[src/rtl/mult_accum.sv]
// Batch accumulator for a 12x12 multiplier stream, with a one-deep output slot and HOLD stall.
// Build option MULT_ACCUM_SAT_EN: saturate the accumulator on carry out instead of wrapping.

module mult_accum #(
    parameter int unsigned LEN   = 4,
    parameter int unsigned ACC_W = 32
) (
    input  logic                     clk,
    input  logic                     reset_n,
    input  logic [23:0]              in_result,
    input  logic                     in_done,
    input  logic                     clear,
    output logic [ACC_W-1:0]         out_sum,
    output logic                     out_valid,
    input  logic                     out_ready,
    output logic [$clog2(LEN+1)-1:0] count,
    output logic                     ovf,
    output logic                     drop
);
    localparam int unsigned CNT_W = $clog2(LEN+1);

    typedef enum logic {ACCUM = 1'b0, HOLD = 1'b1} state_t;

    state_t           state_q, state_d;
    logic [ACC_W-1:0] acc_q, acc_d;
    logic [CNT_W-1:0] count_d;
    logic [ACC_W-1:0] out_sum_d;
    logic             out_valid_d, ovf_d, drop_d;

    logic [ACC_W:0]   sum_ext;
    logic [ACC_W-1:0] sum_val;
    logic             carry, transfer, slot_free, last;

    assign sum_ext   = {1'b0, acc_q} + (ACC_W+1)'(in_result);
    assign carry     = sum_ext[ACC_W];
    assign transfer  = out_valid & out_ready;
    assign slot_free = ~out_valid | transfer;
    assign last      = (count == CNT_W'(LEN - 1));

`ifdef MULT_ACCUM_SAT_EN
    // Once clamped, further non-zero products carry again and keep it clamped.
    assign sum_val = carry ? '1 : sum_ext[ACC_W-1:0];
`else
    assign sum_val = sum_ext[ACC_W-1:0];
`endif

    always_ff @(posedge clk or negedge reset_n) begin
        if (!reset_n) state_q <= ACCUM;
        else          state_q <= state_d;
    end

    always_comb begin
        state_d = state_q;
        if (clear) begin
            state_d = ACCUM;
        end else begin
            case (state_q)
                ACCUM: if (in_done && last && !slot_free) state_d = HOLD;
                HOLD:  if (transfer) state_d = ACCUM;
            endcase
        end
    end

    // Next values for the accumulator and the registered outputs.
    always_comb begin
        acc_d       = acc_q;
        count_d     = count;
        out_sum_d   = out_sum;
        out_valid_d = out_valid;
        ovf_d       = ovf;
        drop_d      = drop;
        if (transfer) out_valid_d = 1'b0;
        if (clear) begin
            acc_d   = '0;
            count_d = '0;
            ovf_d   = 1'b0;
            drop_d  = 1'b0;
        end else begin
            case (state_q)
                ACCUM: begin
                    if (in_done) begin
                        if (carry) ovf_d = 1'b1;
                        if (last && slot_free) begin
                            out_sum_d   = sum_val;
                            out_valid_d = 1'b1;
                            acc_d       = '0;
                            count_d     = '0;
                        end else if (last) begin
                            acc_d   = sum_val;
                            count_d = CNT_W'(LEN);
                        end else begin
                            acc_d   = sum_val;
                            count_d = count + CNT_W'(1);
                        end
                    end
                end
                HOLD: begin
                    if (transfer) begin
                        out_sum_d   = acc_q;
                        out_valid_d = 1'b1;
                        acc_d       = in_done ? ACC_W'(in_result) : '0;
                        count_d     = in_done ? CNT_W'(1) : '0;
                    end else if (in_done) begin
                        drop_d = 1'b1;
                    end
                end
            endcase
        end
    end

    always_ff @(posedge clk or negedge reset_n) begin
        if (!reset_n) begin
            acc_q     <= '0;
            count     <= '0;
            out_sum   <= '0;
            out_valid <= 1'b0;
            ovf       <= 1'b0;
            drop      <= 1'b0;
        end else begin
            acc_q     <= acc_d;
            count     <= count_d;
            out_sum   <= out_sum_d;
            out_valid <= out_valid_d;
            ovf       <= ovf_d;
            drop      <= drop_d;
        end
    end

endmodule

[config.mk]
export PLATFORM = sky130hd
export DESIGN_NAME = mult_accum
export DESIGN_NICKNAME = d
export VERILOG_FILES = /design/src/rtl/mult_accum.sv
export SDC_FILE = /design/constraint.sdc
export NUM_CORES = 1
export LEC_CHECK = 0
export CORE_UTILIZATION = 60
export CTS_CLUSTER_DIAMETER = 100
export CTS_CLUSTER_SIZE = 16
export DETAILED_ROUTE_END_ITERATION = 8
export PLACE_DENSITY = 0.87
export SYNTH_ARGS = -nofsm -noshare
export SYNTH_HDL_FRONTEND = slang
export SYNTH_SLANG_ARGS = --single-unit
[constraint.sdc]
create_clock -name clk -period 5.55 [get_ports clk]
set_input_delay 1.11 -clock clk [delete_from_list [all_inputs] [get_ports clk]]
set_output_delay 1.11 -clock clk [all_outputs]
set_load 0.1 [all_outputs]
Yosys cells after proc, flatten, opt, wreduce, memory -nomap -nowiden. Index checks and enable logic that the tools add are counted.

Add/subtract/negate cells: 2. Reductions and logical operators: 11. Eq/ne operators: 8. Bitwise logic cells: 5. Mux-type cells: 35.

Operator list (number): $mux W32 (7); $pmux W32 S2 (2); $add A32 B24 Y33 (1); $mux W24 (1); $mux W1 (17); $mux W3 (5); $ne A2 B2 Y1 const B (4); $pmux W3 S2 (1); $reduce_and A3 Y1 (2); $reduce_bool A2 Y1 (3); $pmux W1 S2 (2); $reduce_and A4 Y1 (1); $add A3 B1 Y3 const B (1); $eq A3 B2 Y1 const B (1); $logic_and A1 B1 Y1 (3); $ne A3 B2 Y1 const B (1); $ne A3 B3 Y1 const B (1); $not A1 Y1 (3); $ne A2 B1 Y1 const B (1); $reduce_and A2 Y1 (1); $and A1 B1 Y1 (1); $logic_not A1 Y1 (1); $or A1 B1 Y1 (1).

Flip-flop bits (word level): 71. Output and inout bits: 38. Input bits: 29. Logic and storage cells: 68.

Depth between registers and ports, before layout.
Depth after elaboration: 7. Depth in mapped cells: 10.

Worst setup path before layout. No wires, ideal clock.

Path kind: input port to flip-flop. Start point: input port in_result[0]. End point: register acc_q[14]. Buffers on the path: 0. Slack: 2.375 ns. Required time: 5.423 ns. Stages: 9. Arrival: 3.048 ns. Cell sequence: ha_1 fa_1 a21oi_1 o21ai_1 a41oi_2 o21bai_1 xor2_1 a222oi_1 inv_1.

Cells in the longest elaborated chain, start to end: 5.

RTL lines: from (decl) (line 10) `input logic [23:0] in_result,`; $add A32 B24 Y33 (line 34) `assign sum_ext = {1'b0, acc_q} + (ACC_W+1)'(in_result);`; $mux W32 (line 83) `if (last && slot_free) begin`; $mux W32 (line 81) `if (in_done) begin`; $pmux W32 S2 (line 79) `case (state_q)`; $mux W32 (line 73) `if (clear) begin`; to (signal assigned) (line 113) `acc_q <= '0;`; to (signal assigned) (line 120) `acc_q <= acc_d;`; to (decl) (line 25) `logic [ACC_W-1:0] acc_q, acc_d;`.

Every way passes these cells. The select of a mux whose other input is x is not followed. A chain may end at the register's enable or synchronous reset.

Worst setup path in the final report.
Start point: input port in_result[0]. End point: register acc_q[18].

Same word-level chain as after synthesis.

==> flow_summary.ini <==
[run_status]
status = complete, no violations

[finish]
final_nets = 636
post-route-util_pct = 75.97
area_delta_synth_final_pct = 20.24
n_antenna_cell = 0
drive_gt1_share_pct = 6.314

[logic_synthesis]
yosysWarnings = 0
yosys.area_share.simple_pct = 19.51
syn_area_um2 = 4681
ys_seq_area_share_pct = 37.96
synth_cell_types = 60
synth_mux_area_share_pct = 3.662
syn_inst = 528
syn_nets = 583
synth_compound_gate_area_share_pct = 23.31
synth_edf_count = 0
synth_fa_ha_area_share_pct = 7.110
yosys.area_share.xor_xnor_pct = 5.239
async_flop_share_pct = 100.0
synth_top_family_by_area = compound AO/OA/AOI/OAI gates
synth_ff_type = dfrtp_1
ys_ff_latch = 71
syn_avg_cell_area_um2 = 8.865

[hold_path]
hold_depth = 2
hold_class = register to register

[worst_setup_path]
critPathMaxFanout = 7
crit_start = in_result[0]
arrival_ps = 3900
slowest_stage = a41oi_2
endpoint = acc_q[18]
crit_top_cell = a21oi_1
crit_family = compound AO/OA/AOI/OAI gates
r2r_end = acc_q[29]
cp_data_required_time_ps = 5760
cpPeakStageDelay_ps = 530
cp.depth = 10
cp_num_buf_inv = 1
criticalPathCategory = primary input to register
reg2reg_from = state_q
r2r_cells = 7
reg2reg_slack_ps = 2650
crit_chain = clkdlybuf4s50_1 -> ha_1 -> fa_1 -> a21oi_1 -> o21ai_1 -> a41oi_2 -> o21bai_1 -> a21oi_1 -> xor2_1 -> o21ai_0
endpoint_kind = register
start_kind = primary input

[cts]
cts_tree = built
cts.path.max_buffers = 2
clock-sinks = 71
insertion_delay_ps = 360
cts_setup_buffers = 0
cts_max_level = 3
numCtsBuffers = 9
cts.hold.buffers_added = 0
clk_pin_slew_ps = 80
cts-resized-gates = 0
root_buffer = clkbuf_8

[die]
core_area_um2 = 7408
die_x_um = 90.33
dieHeight_um = 90.33
die_area_um2 = 8159
start_util_pct = 63.18
rows = 31
io_pins = 67

[power]
ir_worst_vdd_mv = 0.3187
p_leak_nw = 2.396
pwr_density_cell_nw_per_um2 = 467.7
power.total_mw = 2.632

[timing]
slew_violations = 0
finalHoldViolations = 0
relSlewSlack_pct = 9.600
tns_ps = 0
finClkSkew_ps = 13.34
fmax_ghz = 0.2709
setup_viol = 0
min_period_ps = 3691
rsz0062_at_grt = no
tightest_slew_ps = 1351
setup_ws_ps = 1859
fin_crit_sh_pct = 66.51

[place]
place_congestion = 0.8606
place_ws_ps = 1577
io_buffers = 66
dp_hpwl_um = 8411

[detailed_routing]
drtAntennaViolNets = 0
drt_pass1_iterations = 5
vias = 4427
avgRoutedWirePerCell_um = 18.21
drt_wl_total_um = 12480
drt-initial-drc-count = 336
viasPerCell = 6.463
drcViolationCount = 0

[global_routing]
track_usage_pct = 31.55
grt_pass1_wl_um = 20600
grt_overflow = 0
grt_max_degree = 67
grt_antenna_before_repair = 0
grt_pass1_vias = 4252

[run]
cap_violations = 0
## tightest hold or removal path, delay by kind of cell, from the launching register on
family / cells / cell delay [ps]
AND/OR/NAND/NOR: 1 / 50
AO/OA/AOI/OAI: 1 / 60
flip-flops: 1 / 350
## area by class of cell
type,instances,area (um^2)
tap,99,123.9
inverter,10,37.54
clock buffer,12,145.1
timing repair buffer,71,693.2
sequential,71,1778
clock inverter,4,77.57
multi-input combinational,418,2773
fill,524,1780
## routing by layer
| layer | wire length (um) | up-vias | GRT usage [%] |
|---|---|---|---|
| met1 | 5398 | 2118 | 41.99 |
| li1 | - | 2061 | - |
| met3 | 830 | 34 | 5.892 |
| met4 | 332 | 0 | 12.10 |
| met5 | 0 | - | 0 |
| met2 | 5914 | 214 | 51.27 |
## registers in the layout, indices dropped and copies added (netlist names)
| name | cells |
|---|---|
| acc_q | 32 |
| drop | 1 |
| out_valid | 1 |
| out_sum | 32 |
| ovf | 1 |
| state_q | 1 |
| count | 3 |
## cell usage in the layout, fill, tap and decap left out, types with 4 or more instances in the layout
cell type	synthesis	final
a21o_1	7	7
a21oi_1	34	34
a221o_1	4	4
a22oi_1	18	18
a31oi_1	5	5
and2_1	4	4
and3_1	5	5
buf_4	0	5
clkbuf_8	0	10
clkdlybuf4s50_1	0	65
dfrtp_1	71	70
ha_1	25	25
inv_1	10	10
mux2i_1	16	16
nand2_1	64	64
nand3_1	23	23
nand4_1	5	5
nor2_1	25	25
nor2b_1	4	4
nor3_1	9	7
nor3b_1	8	8
nor4_1	6	6
o211ai_1	11	11
o21a_1	7	7
o21ai_0	54	54
o21bai_1	4	4
or3_1	4	4
or4_1	4	4
xnor2_1	12	12
xor2_1	16	16
## report_power, final
| group | internal (mW) | total [mW] | leakage, nW | switching (mW) |
|---|---|---|---|---|
| sequential | 0.636 | 0.717 | 0.936 | 0.0808 |
| clock | 0.269 | 0.481 | 0.111 | 0.213 |
| combinational | 0.380 | 1.43 | 1.35 | 1.05 |
## cells by family (layout without fill, tap and decap cells)
logic type,count (synthesis),count (layout)
buf+inv,39,97
mux,17,17
flops,71,71
simple gates,178,178
compound gates,169,169
xor+xnor,28,28
fa+ha+maj,26,26
## cell usage after synthesis (2+ instances only)
master,instances,area share [%]
a211o_1,2,0.37
o21ai_1,3,0.32
mux2i_1,16,3.4
nor3b_1,8,1.3
o211ai_1,11,1.8
buf_2,3,0.32
o21a_1,7,1.1
nor4_1,6,0.80
nand3_1,23,2.5
buf_1,2,0.16
nand2b_1,3,0.40
a21o_1,7,1.1
o21bai_1,4,0.64
inv_1,10,0.80
a22oi_1,18,2.9
clkbuf_1,24,1.9
nor2_1,25,2.0
a222oi_1,3,0.64
nor2b_1,4,0.53
nor3_1,9,0.96
or4_1,4,0.64
nand2_1,64,5.1
a221o_1,4,0.86
a31oi_1,5,0.67
nand4_1,5,0.67
o21ai_0,54,5.8
dfrtp_1,71,38
and2_1,4,0.53
ha_1,25,6.7
a21oi_1,34,3.6
xnor2_1,12,2.2
nand3b_1,3,0.48
or2_2,2,0.27
and3_1,5,0.67
xor2_1,16,3.0
o31ai_1,3,0.48
o22ai_1,3,0.40
or3_1,4,0.53
## worst min path at each step
| stage | start | endpoint | slack (ps) |
|---|---|---|---|
| 2_1_floorplan | acc_q[11] | acc_q[11] | 500 |
| 3_3_place_gp | out_sum[7] | out_sum[7] | 460 |
| 3_5_place_dp | out_sum[6] | out_sum[6] | 470 |
| 4_1_cts | out_sum[6] | out_sum[6] | 490 |
| 5_1_grt | out_sum[10] | out_sum[10] | 520 |
| 6_report | out_sum[8] | out_sum[8] | 480 |
## stage by stage
stage	cell area [um^2]	std cells	hold slack, ps
after floorplan	4681	528	500.4
after detailed placement	5405	669	470.1
after global routing	5628	685	518.4
final	5628	685	484.5
after CTS	5628	685	488.8
after global placement	5405	669	460.5
No activity file was read; power rests on OpenSTA's default activity.
